### config.mk
export PLATFORM = sky130hd
export DESIGN_NAME = byte_lane_arbiter
export DESIGN_NICKNAME = d
export VERILOG_FILES = /design/src/rtl/byte_lane_arbiter.sv
export SDC_FILE = /design/constraint.sdc
export NUM_CORES = 1
export LEC_CHECK = 0
export CAP_MARGIN = 10
export CORE_ASPECT_RATIO = 1.1
export CORE_MARGIN = 3
export CORE_UTILIZATION = 46
export CTS_BUF_LIST = sky130_fd_sc_hd__clkbuf_16
export DETAILED_ROUTE_END_ITERATION = 8
export PLACE_DENSITY = 0.87
export SYNTH_ARGS = -nofsm -noshare
export SYNTH_HDL_FRONTEND = slang
export SYNTH_SLANG_ARGS = --single-unit
### constraint.sdc
create_clock -name clk_4f -period 3.7 [get_ports clk_4f]
set_input_delay 0.37 -clock clk_4f [delete_from_list [all_inputs] [get_ports clk_4f]]
set_output_delay 0.37 -clock clk_4f [all_outputs]
set_load 0.03 [all_outputs]
### src/rtl/byte_lane_arbiter.sv
// Two-requester round-robin arbiter that serializes accepted 32-bit words
// onto a registered byte stream, MSB first, with gap-free back-to-back words.
module byte_lane_arbiter #(
  parameter logic [7:0] IDLE_BYTE = 8'h00
) (
  input  logic        clk_4f,
  input  logic        reset,
  input  logic [31:0] req0_data,
  input  logic        req0_valid,
  output logic        req0_ready,
  input  logic [31:0] req1_data,
  input  logic        req1_valid,
  output logic        req1_ready,
  output logic [7:0]  data_out,
  output logic        valid_out,
  output logic        grant_id,
  output logic        busy
);

  typedef enum logic {IDLE = 1'b0, SEND = 1'b1} state_t;

  state_t      state_reg, state_next;
  logic [1:0]  byte_cnt_reg, byte_cnt_next;
  logic        rr_reg, rr_next;
  logic [23:0] hold_reg, hold_next;
  logic [7:0]  data_reg, data_next;
  logic        valid_reg, valid_next;
  logic        grant_reg, grant_next;
  logic        busy_reg, busy_next;

  logic        window_open;
  logic        accept;
  logic        accept_id;
  logic [31:0] accept_word;

  always_ff @(posedge clk_4f) begin
    if (reset) begin
      state_reg    <= IDLE;
      byte_cnt_reg <= 2'd0;
      rr_reg       <= 1'b0;
      hold_reg     <= 24'd0;
      data_reg     <= IDLE_BYTE;
      valid_reg    <= 1'b0;
      grant_reg    <= 1'b0;
      busy_reg     <= 1'b0;
    end else begin
      state_reg    <= state_next;
      byte_cnt_reg <= byte_cnt_next;
      rr_reg       <= rr_next;
      hold_reg     <= hold_next;
      data_reg     <= data_next;
      valid_reg    <= valid_next;
      grant_reg    <= grant_next;
      busy_reg     <= busy_next;
    end
  end

  // A new word may be taken while idle or while the last byte is showing.
  always_comb begin
    window_open = (state_reg == IDLE) || (state_reg == SEND && byte_cnt_reg == 2'd3);
    req0_ready  = 1'b0;
    req1_ready  = 1'b0;
    if (!reset && window_open) begin
      req0_ready = req0_valid && (!req1_valid || !rr_reg);
      req1_ready = req1_valid && (!req0_valid || rr_reg);
    end
  end

  assign accept      = req0_ready | req1_ready;
  assign accept_id   = req1_ready;
  assign accept_word = accept_id ? req1_data : req0_data;

  always_comb begin
    state_next    = state_reg;
    byte_cnt_next = byte_cnt_reg;
    rr_next       = rr_reg;
    hold_next     = hold_reg;
    data_next     = data_reg;
    valid_next    = valid_reg;
    grant_next    = grant_reg;
    busy_next     = busy_reg;
    if (accept) begin
      state_next    = SEND;
      byte_cnt_next = 2'd0;
      rr_next       = ~accept_id;
      hold_next     = accept_word[23:0];
      data_next     = accept_word[31:24];
      valid_next    = 1'b1;
      grant_next    = accept_id;
      busy_next     = 1'b1;
    end else if (state_reg == SEND) begin
      if (byte_cnt_reg == 2'd3) begin
        state_next    = IDLE;
        byte_cnt_next = 2'd0;
        data_next     = IDLE_BYTE;
        valid_next    = 1'b0;
        grant_next    = 1'b0;
        busy_next     = 1'b0;
      end else begin
        byte_cnt_next = byte_cnt_reg + 2'd1;
        data_next     = hold_reg[23:16];
        hold_next     = {hold_reg[15:0], 8'h00};
      end
    end
  end

  assign data_out  = data_reg;
  assign valid_out = valid_reg;
  assign grant_id  = grant_reg;
  assign busy      = busy_reg;

endmodule

## Word level (Yosys, flattened, before mapping)

Index checks and enable logic that the tools add are counted.

| word-level totals | value |
|---|---|
| logic and storage cells | 46 |
| register bits | 38 |
| output and inout bits | 13 |
| input bits | 68 |

| operators by class | value |
|---|---|
| equality and inequality tests | 2 |
| add/sub/neg operators | 1 |
| bitwise operators | 3 |
| reductions and logical operators | 16 |
| muxes and demuxes | 17 |

Operators with widths:

| cell | number |
|---|---|
| 2-to-1 mux 24 bit | 3 |
| 2-to-1 mux 32 bit | 1 |
| 2-to-1 mux 8 bit | 3 |
| 2-to-1 mux 1 bit | 9 |
| logical AND 1 bit | 4 |
| logical NOT 1 bit | 4 |
| AND reduction 2 bit | 2 |
| nonzero test 2 bit | 2 |
| logical OR 1 bit | 3 |
| adder 2 x 1 -> 2 bit (second input constant) | 1 |
| == test 2 bit (second input constant) | 1 |
| 2-to-1 mux 2 bit | 1 |
| inequality test 2 bit (second input constant) | 1 |
| inverter 1 bit | 2 |
| OR reduction 2 bit | 1 |
| OR 1 bit | 1 |

## Depth between registers and ports, before layout

Gate-level depths: netlist of run 1.

| depth | value |
|---|---|
| word-level depth | 8 |
| mapped depth | 7 |
| gate-level depth less buffers | 6 |

## Worst setup path after synthesis of run 1

No wires, ideal clock.

| timing | value |
|---|---|
| kind | flip-flop to output port |
| start point | reg byte_cnt_reg[0] |
| end point | out req1_ready |
| arrival | 1.091 ns |
| cell stages (with the launch flop) | 6 |
| path buffers | 1 |
| setup slack | 2.239 ns |
| required time | 3.330 ns |
| cell sequence | dfxtp_1 -> ha_1 -> nand2b_4 -> nand4_4 -> clkinv_4 -> buf_12 |

| between the ends | value |
|---|---|
| longest elaborated chain between the ends | 5 |

RTL lines:

| element | line | source |
|---|---|---|
| from (decl) | 23 | `logic [1:0] byte_cnt_reg, byte_cnt_next;` |
| from (signal assigned) | 48 | `byte_cnt_reg <= byte_cnt_next;` |
| == test 2 bit | 60 | `window_open = (state_reg == IDLE) \|\| (state_reg == SEND && byte_cnt_reg == 2'd3);` |
| logical AND 1 bit | 60 |  |
| logical OR 1 bit | 60 |  |
| logical AND 1 bit | 63 | `if (!reset && window_open) begin` |
| 2-to-1 mux 1 bit | 63 |  |
| to (decl) | 13 | `output logic req1_ready,` |

Every way passes these cells.

## Final worst setup path of run 1

| timing | value |
|---|---|
| start point | in req0_valid |
| end point | out req1_ready |

| between the ends | value |
|---|---|
| longest elaborated chain between the ends | 4 |

RTL lines:

| element | line | source |
|---|---|---|
| from (decl) | 9 | `input logic req0_valid,` |
| logical NOT 1 bit | 65 | `req1_ready = req1_valid && (!req0_valid \|\| rr_reg);` |
| logical OR 1 bit | 65 |  |
| logical AND 1 bit | 65 |  |
| 2-to-1 mux 1 bit | 63 |  |

Every way passes these cells.

==> results of run 1 <==
## final timing paths
path / end / slack, ps
worst max-delay path: req1_ready / 790
worst min-delay path: hold_reg[4]$_SDFFE_PP0P_ / 450
worst max register to register: hold_reg[11]$_SDFFE_PP0P_ / 1860
worst min register to register: hold_reg[4]$_SDFFE_PP0P_ / 450
## kinds of logic (layout without fill, tap and decap cells)
group	count (synthesis)	in the layout	share of synthesized area
adder cells (fa/ha/maj)	1	1	0.006539
AND/OR/NAND/NOR	37	37	0.1151
AO/OA/AOI/OAI	84	84	0.2845
flip-flops	38	38	0.3976
buffers and inverters	18	91	0.07521
multiplexers	23	23	0.1210
## power by group through the flow
| stage | sequential (mW) | combinational, mW | clock [mW] |
|---|---|---|---|
| floorplan | 0.490 | 0.109 | 0 |
| global placement | 0.471 | 0.235 | 0 |
| detailed placement | 0.473 | 0.239 | 0 |
| CTS | 0.465 | 0.241 | 0.410 |
| global route | 0.468 | 0.259 | 0.425 |
| finish | 0.465 | 0.240 | 0.405 |
## layout make-up
class,instances,area share
timing repair buffer,81,0.2893
multi-input combinational,145,0.3610
clock inverter,3,0.005822
tap,50,0.02239
clock buffer,5,0.04478
sequential,38,0.2723
inverter,2,0.004478
## cells in the final DEF, fill, tap and decap left out, types with 2 or more instances in the layout
cell	count
a22oi_2	4
nor2_1	10
and2b_2	3
a211oi_1	10
o22ai_1	8
o221ai_1	6
nand2b_4	2
a22oi_1	11
a21oi_1	17
dfxtp_1	38
o21ai_1	7
nand2_1	15
mux2i_1	22
clkdlybuf4s50_1	80
clkbuf_16	5
o21ai_0	19
## per-layer routing
layer	up-vias	routed length, µm
met2	81	2451
met4	0	70
met1	826	2000
met3	6	442
met5	-	0
li1	900	-
## worst max-delay path, stage by stage
cell	delay, ps
clkdlybuf4s50_1	630
nand2b_4	220
nand4_4	360
clkinv_4	250
clkdlybuf4s50_1	700
==> flow_metrics.tcl, run 1 <==
set metrics [dict create \
    cts_tree "done" \
    yosys.area.top_type "dfxtp_1" \
    grt_pass1_wl_mm 7.741 \
    path_max_fanout 17 \
    cts_buffers 5 \
    synthTopCellsByCount "dfxtp_1, mux2i_1, o21ai_0" \
    finalPower_mw 1.110 \
    power_density_nw_per_um2 397.3 \
    worstMarginPinSlew_ps 833.2 \
    cts_hold_buf 0 \
    startpoint "req0_valid" \
    fillers 277 \
    antenna_found_initial 0 \
    hp-start "hold_reg[4]$_SDFFE_PP0P_" \
    layout-drive-gt1-share 0.09489 \
    clock_latency_ps 280 \
    yosysWarnings 0 \
    grt_overflow 0 \
    h-tree-depth 2 \
    grt_max_degree 25 \
    gp_congestion 0.8688 \
    ys_seq_elements 38 \
    layout_setup_ws_ps 789.6 \
    setup_viol 0 \
    fin_nets 342 \
    swShare 0.2622 \
    rr_worst_depth 5 \
    fin_cells 324 \
    dp_cells 316 \
    min_period_ps 2910 \
    dpl_worst_slack_ps 820.0 \
    slew_headroom 0.4425 \
    combinationalPowerShare 0.216 \
    fmax_ghz 0.3436 \
    fin_area_um2 2794 \
    yosysMostFrequentCell "dfxtp_1" \
    hold_class "flip-flop to flip-flop" \
    synth_area_per_cell_um2 9.518 \
    cp-start-kind "input port" \
    grtUsageTotal 0.2081 \
    hold_violations 0 \
    cp_data_required_time_ps 3330 \
    clock-sinks 38 \
    worstSetupEndpointType "output pin" \
    ys_types 33 \
    ys_async_sr_fraction 0 \
    cp_data_arrival_time_ps 2540 \
    portBuffers 80 \
    largest_register_ffs 24 \
    max_cap_violations 0 \
    clockBufferDepth 2 \
    place_area_um2 2653 \
    first_global_vias 1683 \
    first_pass_iters 4 \
    die_w_um 67.49 \
    initial_utilization 0.4998 \
    dp_hpwl_mm 3.667 \
    grt_setup_unrepaired "false" \
    pin_count 81 \
    grt_use_met2 0.3546 \
    finalSetupTns_ps 0 \
    r2r-start "byte_cnt_reg[0]$_SDFFE_PP0P_" \
    path_class "input port to output pin" \
    busiest_layer "met2" \
    cts.repair.resized 0 \
    vias 1813 \
    p_clk_frac 0.365 \
    use_met3 0.06575 \
    coreArea_um2 3827 \
    p_switching_mw 0.2910 \
    synth_flop_cell "dfxtp_1" \
    clock_skew_ps 1.658 \
    netlist_instances 201 \
    dr.first_iter.drc_count 229 \
    rows 23 \
    layout-area-overhead-vs-synth_pct 46.04 \
    use_met1 0.2445 \
    synth_edf_count 0 \
    syn_area_um2 1913 \
    drc 0 \
    yosys-top-cells-area "dfxtp_1, mux2i_1, o21ai_0, a21oi_1, a22oi_1" \
    wirelength_mm 4.964 \
    synth_top_area_frac 0.3976 \
    ant_nets 0 \
    diodes 0 \
    p_int_mw 0.8189 \
    hold_slack_ps 447.6 \
    slew_viol_final 0 \
    fin_crit_sh 0.7866 \
    whs_path_depth 2 \
    syn_nets 270 \
    multi_input_area_um2 1008 \
    die_h_um 73.64 \
    seqPwrFrac 0.419 \
    postCtsSetupBuffers 0 \
    routedWlPerCell_um 15.32 \
    ys_seq_area_frac 0.3976 \
    ir_drop_v 0.0002419 \
    status "complete, no violations" \
    root_buffer "clkbuf_16" \
    p_leak_nw 1.120 \
    die_area_um2 4970 \
    viasPerCell 5.596 \
    post-route-util 0.7300 \
    regArea_um2 760.7 \
    clkTransAtPathRegs_ps 50 \
]
Note: power is estimated with default switching activity, not from simulation.
==> inputs of run 2 (changes only) <==
--- a/config.mk
+++ b/config.mk
@@ -8,10 +8,10 @@
 export CAP_MARGIN = 10
 export CORE_ASPECT_RATIO = 1.1
 export CORE_MARGIN = 3
-export CORE_UTILIZATION = 46
+export CORE_UTILIZATION = 38
 export CTS_BUF_LIST = sky130_fd_sc_hd__clkbuf_16
 export DETAILED_ROUTE_END_ITERATION = 8
-export PLACE_DENSITY = 0.87
+export PLACE_DENSITY = 0.77
 export SYNTH_ARGS = -nofsm -noshare
 export SYNTH_HDL_FRONTEND = slang
 export SYNTH_SLANG_ARGS = --single-unit
==> constraint.sdc (replaced) <==
create_clock -name clk_4f -period 2.6 [get_ports clk_4f]
set_input_delay 0.26 -clock clk_4f [delete_from_list [all_inputs] [get_ports clk_4f]]
set_output_delay 0.26 -clock clk_4f [all_outputs]
set_load 0.03 [all_outputs]
==> flow_metrics.tcl, run 2 (synthesis gave the netlist of run 1 again) <==
set metrics [dict create \
    dp_cells 325 \
    ant_nets 0 \
    r2r-start "byte_cnt_reg[0]$_SDFFE_PP0P_" \
    cts.repair.resized 0 \
    min_period_ps 2170 \
    regArea_um2 760.7 \
    status "complete, no violations" \
    clock_latency_ps 280 \
    die_w_um 73.65 \
    power_density_nw_per_um2 559.8 \
    portBuffers 80 \
    max_cap_violations 0 \
    antenna_found_initial 0 \
    path_max_fanout 16 \
    fin_nets 345 \
    rr_endpoint "hold_reg[0]$_SDFFE_PP0P_" \
    initial_utilization 0.4028 \
    layout-area-overhead-vs-synth_pct 47.02 \
    grtUsageTotal 0.1720 \
    p_leak_nw 1.140 \
    layout_setup_ws_ps 429.8 \
    drc 0 \
    crit_chain "ha_1, nand2b_4, nand4_4, clkinv_4, buf_4" \
    clockBufferDepth 2 \
    cts_hold_buf 0 \
    fin_crit_sh 0.8347 \
    root_buffer "clkbuf_16" \
    clock-sinks 38 \
    finalSetupTns_ps 0 \
    fillers 450 \
    coreArea_um2 4750 \
    routedWlPerCell_um 15.05 \
    rows 26 \
    cp_top_family "simple AND/OR/NAND/NOR gates" \
    grt_pass1_wl_mm 7.790 \
    vias 1805 \
    ir_drop_v 0.0002595 \
    slowest_delay_ps 360 \
    hold_violations 0 \
    cp_data_arrival_time_ps 1910 \
    gp_congestion 0.8444 \
    dr.first_iter.drc_count 124 \
    grt_max_degree 17 \
    hold_class "flip-flop to flip-flop" \
    viasPerCell 5.437 \
    first_pass_iters 4 \
    h-tree-depth 2 \
    dpl_worst_slack_ps 464.6 \
    grt_overflow 0 \
    clkTransAtPathRegs_ps 50 \
    wirelength_mm 4.996 \
    fmax_ghz 0.4608 \
    cts_buffers 5 \
    cpMaxStageDelayCell "nand4_4" \
    multi_input_area_um2 1008 \
    largest_register_ffs 24 \
    rr_worst_depth 6 \
    pin_count 81 \
    fin_cells 332 \
    diodes 0 \
    die_h_um 80.42 \
    layout-drive-gt1-share 0.1123 \
    layout_commonest_cell "clkdlybuf4s50_1" \
    cp_data_required_time_ps 2340 \
    worstSetupEndpointType "output pin" \
    dp_hpwl_mm 3.733 \
    path_class "flip-flop to output pin" \
    crit_buf_inv 2 \
    hp-start "hold_reg[4]$_SDFFE_PP0P_" \
    grt_setup_unrepaired "false" \
    cp-start-kind "flip-flop" \
    postCtsSetupBuffers 0 \
    final_cell_mix "clkdlybuf4s50_1, dfxtp_1, mux2i_1, o21ai_0, a21oi_1" \
    setup_viol 0 \
    die_area_um2 5923 \
    cts_tree "done" \
    first_global_vias 1689 \
    hold-path-endpoint "hold_reg[4]$_SDFFE_PP0P_" \
    worstMarginPinSlew_ps 546.6 \
    reg2reg_slack_ps 770 \
    slew_viol_final 0 \
    whs_path_depth 2 \
    slew_headroom 0.6317 \
    clock_skew_ps 4.323 \
]
==> run 2: through the flow <==
stage	total power, mW	cell area [µm²]	hold WS [ps]	util
2_1_floorplan	0.8531	1913	394.4	-
3_3_place_gp	1.011	2678	434.8	0.5638
3_5_place_dp	1.016	2678	443.5	0.5638
4_1_cts	1.588	2813	451.0	0.5922
5_1_grt	1.644	2813	486.2	0.5922
6_report	1.574	2813	443.6	0.5922
==> run 2: power breakdown <==
group	switching, mW	internal, mW
Sequential	0.0278	0.632
Clock	0.225	0.346
Combinational	0.158	0.186
Total	0.410	1.16
==> run 2: worst max path at each step <==
stage / startpoint / end / slack, ps / depth (start not counted)
floorplan: byte_cnt_reg[0]$_SDFFE_PP0P_ / hold_reg[0]$_SDFFE_PP0P_ / 1140 / 6
global placement: req0_valid / req1_ready / 500 / 5
detailed placement: req0_valid / req1_ready / 460 / 5
CTS: byte_cnt_reg[0]$_SDFFE_PP0P_ / req1_ready / 410 / 5
global route: byte_cnt_reg[0]$_SDFFE_PP0P_ / req1_ready / 310 / 5
finish: byte_cnt_reg[0]$_SDFFE_PP0P_ / req1_ready / 430 / 5
==> run 2: tightest hold or removal path: cells and delay by family, from the launching register on <==
| kind | cells | cell delay, ps |
|---|---|---|
| simple gates | 1 | 50 |
| flops | 1 | 300 |
| compound gates | 1 | 50 |
==> run 2: final cells by class <==
cell class | instances | area share
repair buffers | 84 | 0.2936
flip-flops and latches | 38 | 0.2705
well taps | 56 | 0.02491
clock buffers | 5 | 0.04448
inverters | 2 | 0.004448
multi-input cells | 145 | 0.3585
clock inverters | 2 | 0.003559
==> run 2: per-layer routing <==
metal / track usage / vias to the layer above / wire [µm]
li1: - / 906 / -
met1: 0.2241 / 820 / 2116
met2: 0.2624 / 73 / 2360
met3: 0.05006 / 6 / 437
met4: 0.07065 / 0 / 81
met5: 0 / - / 0
==> inputs of run 3 (changes only) <==
--- a/config.mk
+++ b/config.mk
@@ -8,10 +8,10 @@
 export CAP_MARGIN = 10
 export CORE_ASPECT_RATIO = 1.1
 export CORE_MARGIN = 3
-export CORE_UTILIZATION = 38
+export CORE_UTILIZATION = 42
 export CTS_BUF_LIST = sky130_fd_sc_hd__clkbuf_16
 export DETAILED_ROUTE_END_ITERATION = 8
-export PLACE_DENSITY = 0.77
+export PLACE_DENSITY = 0.8
 export SYNTH_ARGS = -nofsm -noshare
 export SYNTH_HDL_FRONTEND = slang
 export SYNTH_SLANG_ARGS = --single-unit
==> constraint.sdc (replaced) <==
create_clock -name clk_4f -period 2 [get_ports clk_4f]
set_input_delay 0.2 -clock clk_4f [delete_from_list [all_inputs] [get_ports clk_4f]]
set_output_delay 0.2 -clock clk_4f [all_outputs]
set_load 0.03 [all_outputs]
==> flow_metrics.tcl, run 3 (synthesis gave the netlist of run 1 again) <==
set metrics [dict create \
    status "complete, no violations" \
    cp_data_required_time_ps 1800 \
    ir_drop_v 0.0004341 \
    fillers 369 \
    cts_hold_buf 0 \
    min_period_ps 1866 \
    gp_congestion 0.8178 \
    hold_class "flip-flop to flip-flop" \
    max_cap_violations 0 \
    fin_cells 334 \
    antenna_found_initial 0 \
    die_area_um2 5402 \
    finalPower_mw 2.178 \
    die_w_um 70.35 \
    grt_overflow 0 \
    cts_tree "done" \
    fin_nets 349 \
    portBuffers 80 \
    dr.first_iter.drc_count 167 \
    ant_nets 0 \
    viasPerCell 5.554 \
    vias 1855 \
    largest_register_ffs 24 \
    clock_skew_ps 4.550 \
    wirelength_mm 4.879 \
    fin_crit_sh 0.9331 \
    setup_viol 0 \
    dp_cells 327 \
    cts.repair.resized 0 \
    h-tree-depth 2 \
    layout-drive-gt1-share 0.1214 \
    hold_violations 0 \
    root_buffer "clkbuf_16" \
    multi_input_area_um2 1008 \
    fmax_ghz 0.5359 \
    hold_slack_ps 449.0 \
    coreArea_um2 4348 \
    slew_headroom 0.6478 \
    first_pass_iters 4 \
    routedWlPerCell_um 14.61 \
    clock-sinks 38 \
    drc 0 \
    worstMarginPinSlew_ps 526.4 \
    dp_hpwl_mm 3.709 \
    grt_max_degree 16 \
    die_h_um 76.79 \
    rows 25 \
    pin_count 81 \
    first_global_vias 1804 \
    final_cell_mix "clkdlybuf4s50_1, dfxtp_1, mux2i_1, o21ai_0, a21oi_1" \
    path_class "flip-flop to output pin" \
    regArea_um2 760.7 \
    clockBufferDepth 2 \
    worstSetupEndpointType "output pin" \
    slew_viol_final 0 \
    layout_commonest_cell "clkdlybuf4s50_1" \
    power_density_nw_per_um2 750.6 \
    cp-start-kind "flip-flop" \
    clock_latency_ps 280 \
    layout-area-overhead-vs-synth_pct 51.67 \
    postCtsSetupBuffers 0 \
    clkTransAtPathRegs_ps 50 \
    finalSetupTns_ps 0 \
    cp_data_arrival_time_ps 1670 \
    grt_pass1_wl_mm 8.266 \
    cts_buffers 5 \
    path_max_fanout 15 \
    initial_utilization 0.4400 \
    grtUsageTotal 0.1855 \
    p_leak_nw 1.182 \
    grt_setup_unrepaired "false" \
    diodes 0 \
]
[run 3: cell count changes in the layout (fill, tap and decap cells not counted), sizes merged]
| cell | previous run | this run |
|---|---|---|
| clkinv | 3 | 2 |
| buf | 6 | 10 |
| bufinv | 0 | 1 |
[run 3: worst paths after layout]
path                                startpoint                         to  slack, ps  cells past startpoint
setup / recovery  byte_cnt_reg[0]$_SDFFE_PP0P_                 req0_ready        130                      4
hold / removal        hold_reg[4]$_SDFFE_PP0P_   hold_reg[4]$_SDFFE_PP0P_        450                      2
setup reg to reg  byte_cnt_reg[0]$_SDFFE_PP0P_  hold_reg[17]$_SDFFE_PP0P_        320                      6
hold reg to reg       hold_reg[4]$_SDFFE_PP0P_   hold_reg[4]$_SDFFE_PP0P_        450                      2
[run 3: metrics by stage]
step	area (µm²)	setup slack (ps)	util
floorplan	1913	544.3	-
CTS	2902	130.2	0.6673
global placement	2743	178.6	0.6308
detailed placement	2743	131.6	0.6308
finish	2902	133.9	0.6673
global route	2902	67.73	0.6673
[run 3: area by class of cell]
class	instances	share of cell area
Multi-Input combinational cell	145	0.3476
Sequential cell	38	0.2622
Clock buffer	5	0.04312
Tap cell	54	0.02329
Timing Repair Buffer	88	0.3079
Inverter	2	0.004312
Clock inverter	2	0.01164
[run 3: report_power, final]
part	leakage [nW]	switching (mW)	internal, mW
Sequential	0.314	0.0371	0.822
Clock	0.0773	0.281	0.576
Combinational	0.791	0.207	0.255
Total	1.18	0.525	1.65
[run 3: layer usage]
metal	wire length (µm)	GRT usage
met3	387	0.04849
met5	0	0
met2	2363	0.2968
met4	112	0.07280
met1	2015	0.2358
[run 3: critical path, stage by stage (launching register included)]
cell and delay [ps]:
dfxtp_1 340, ha_1 210, nand2b_4 250, and4_2 380, buf_4 200
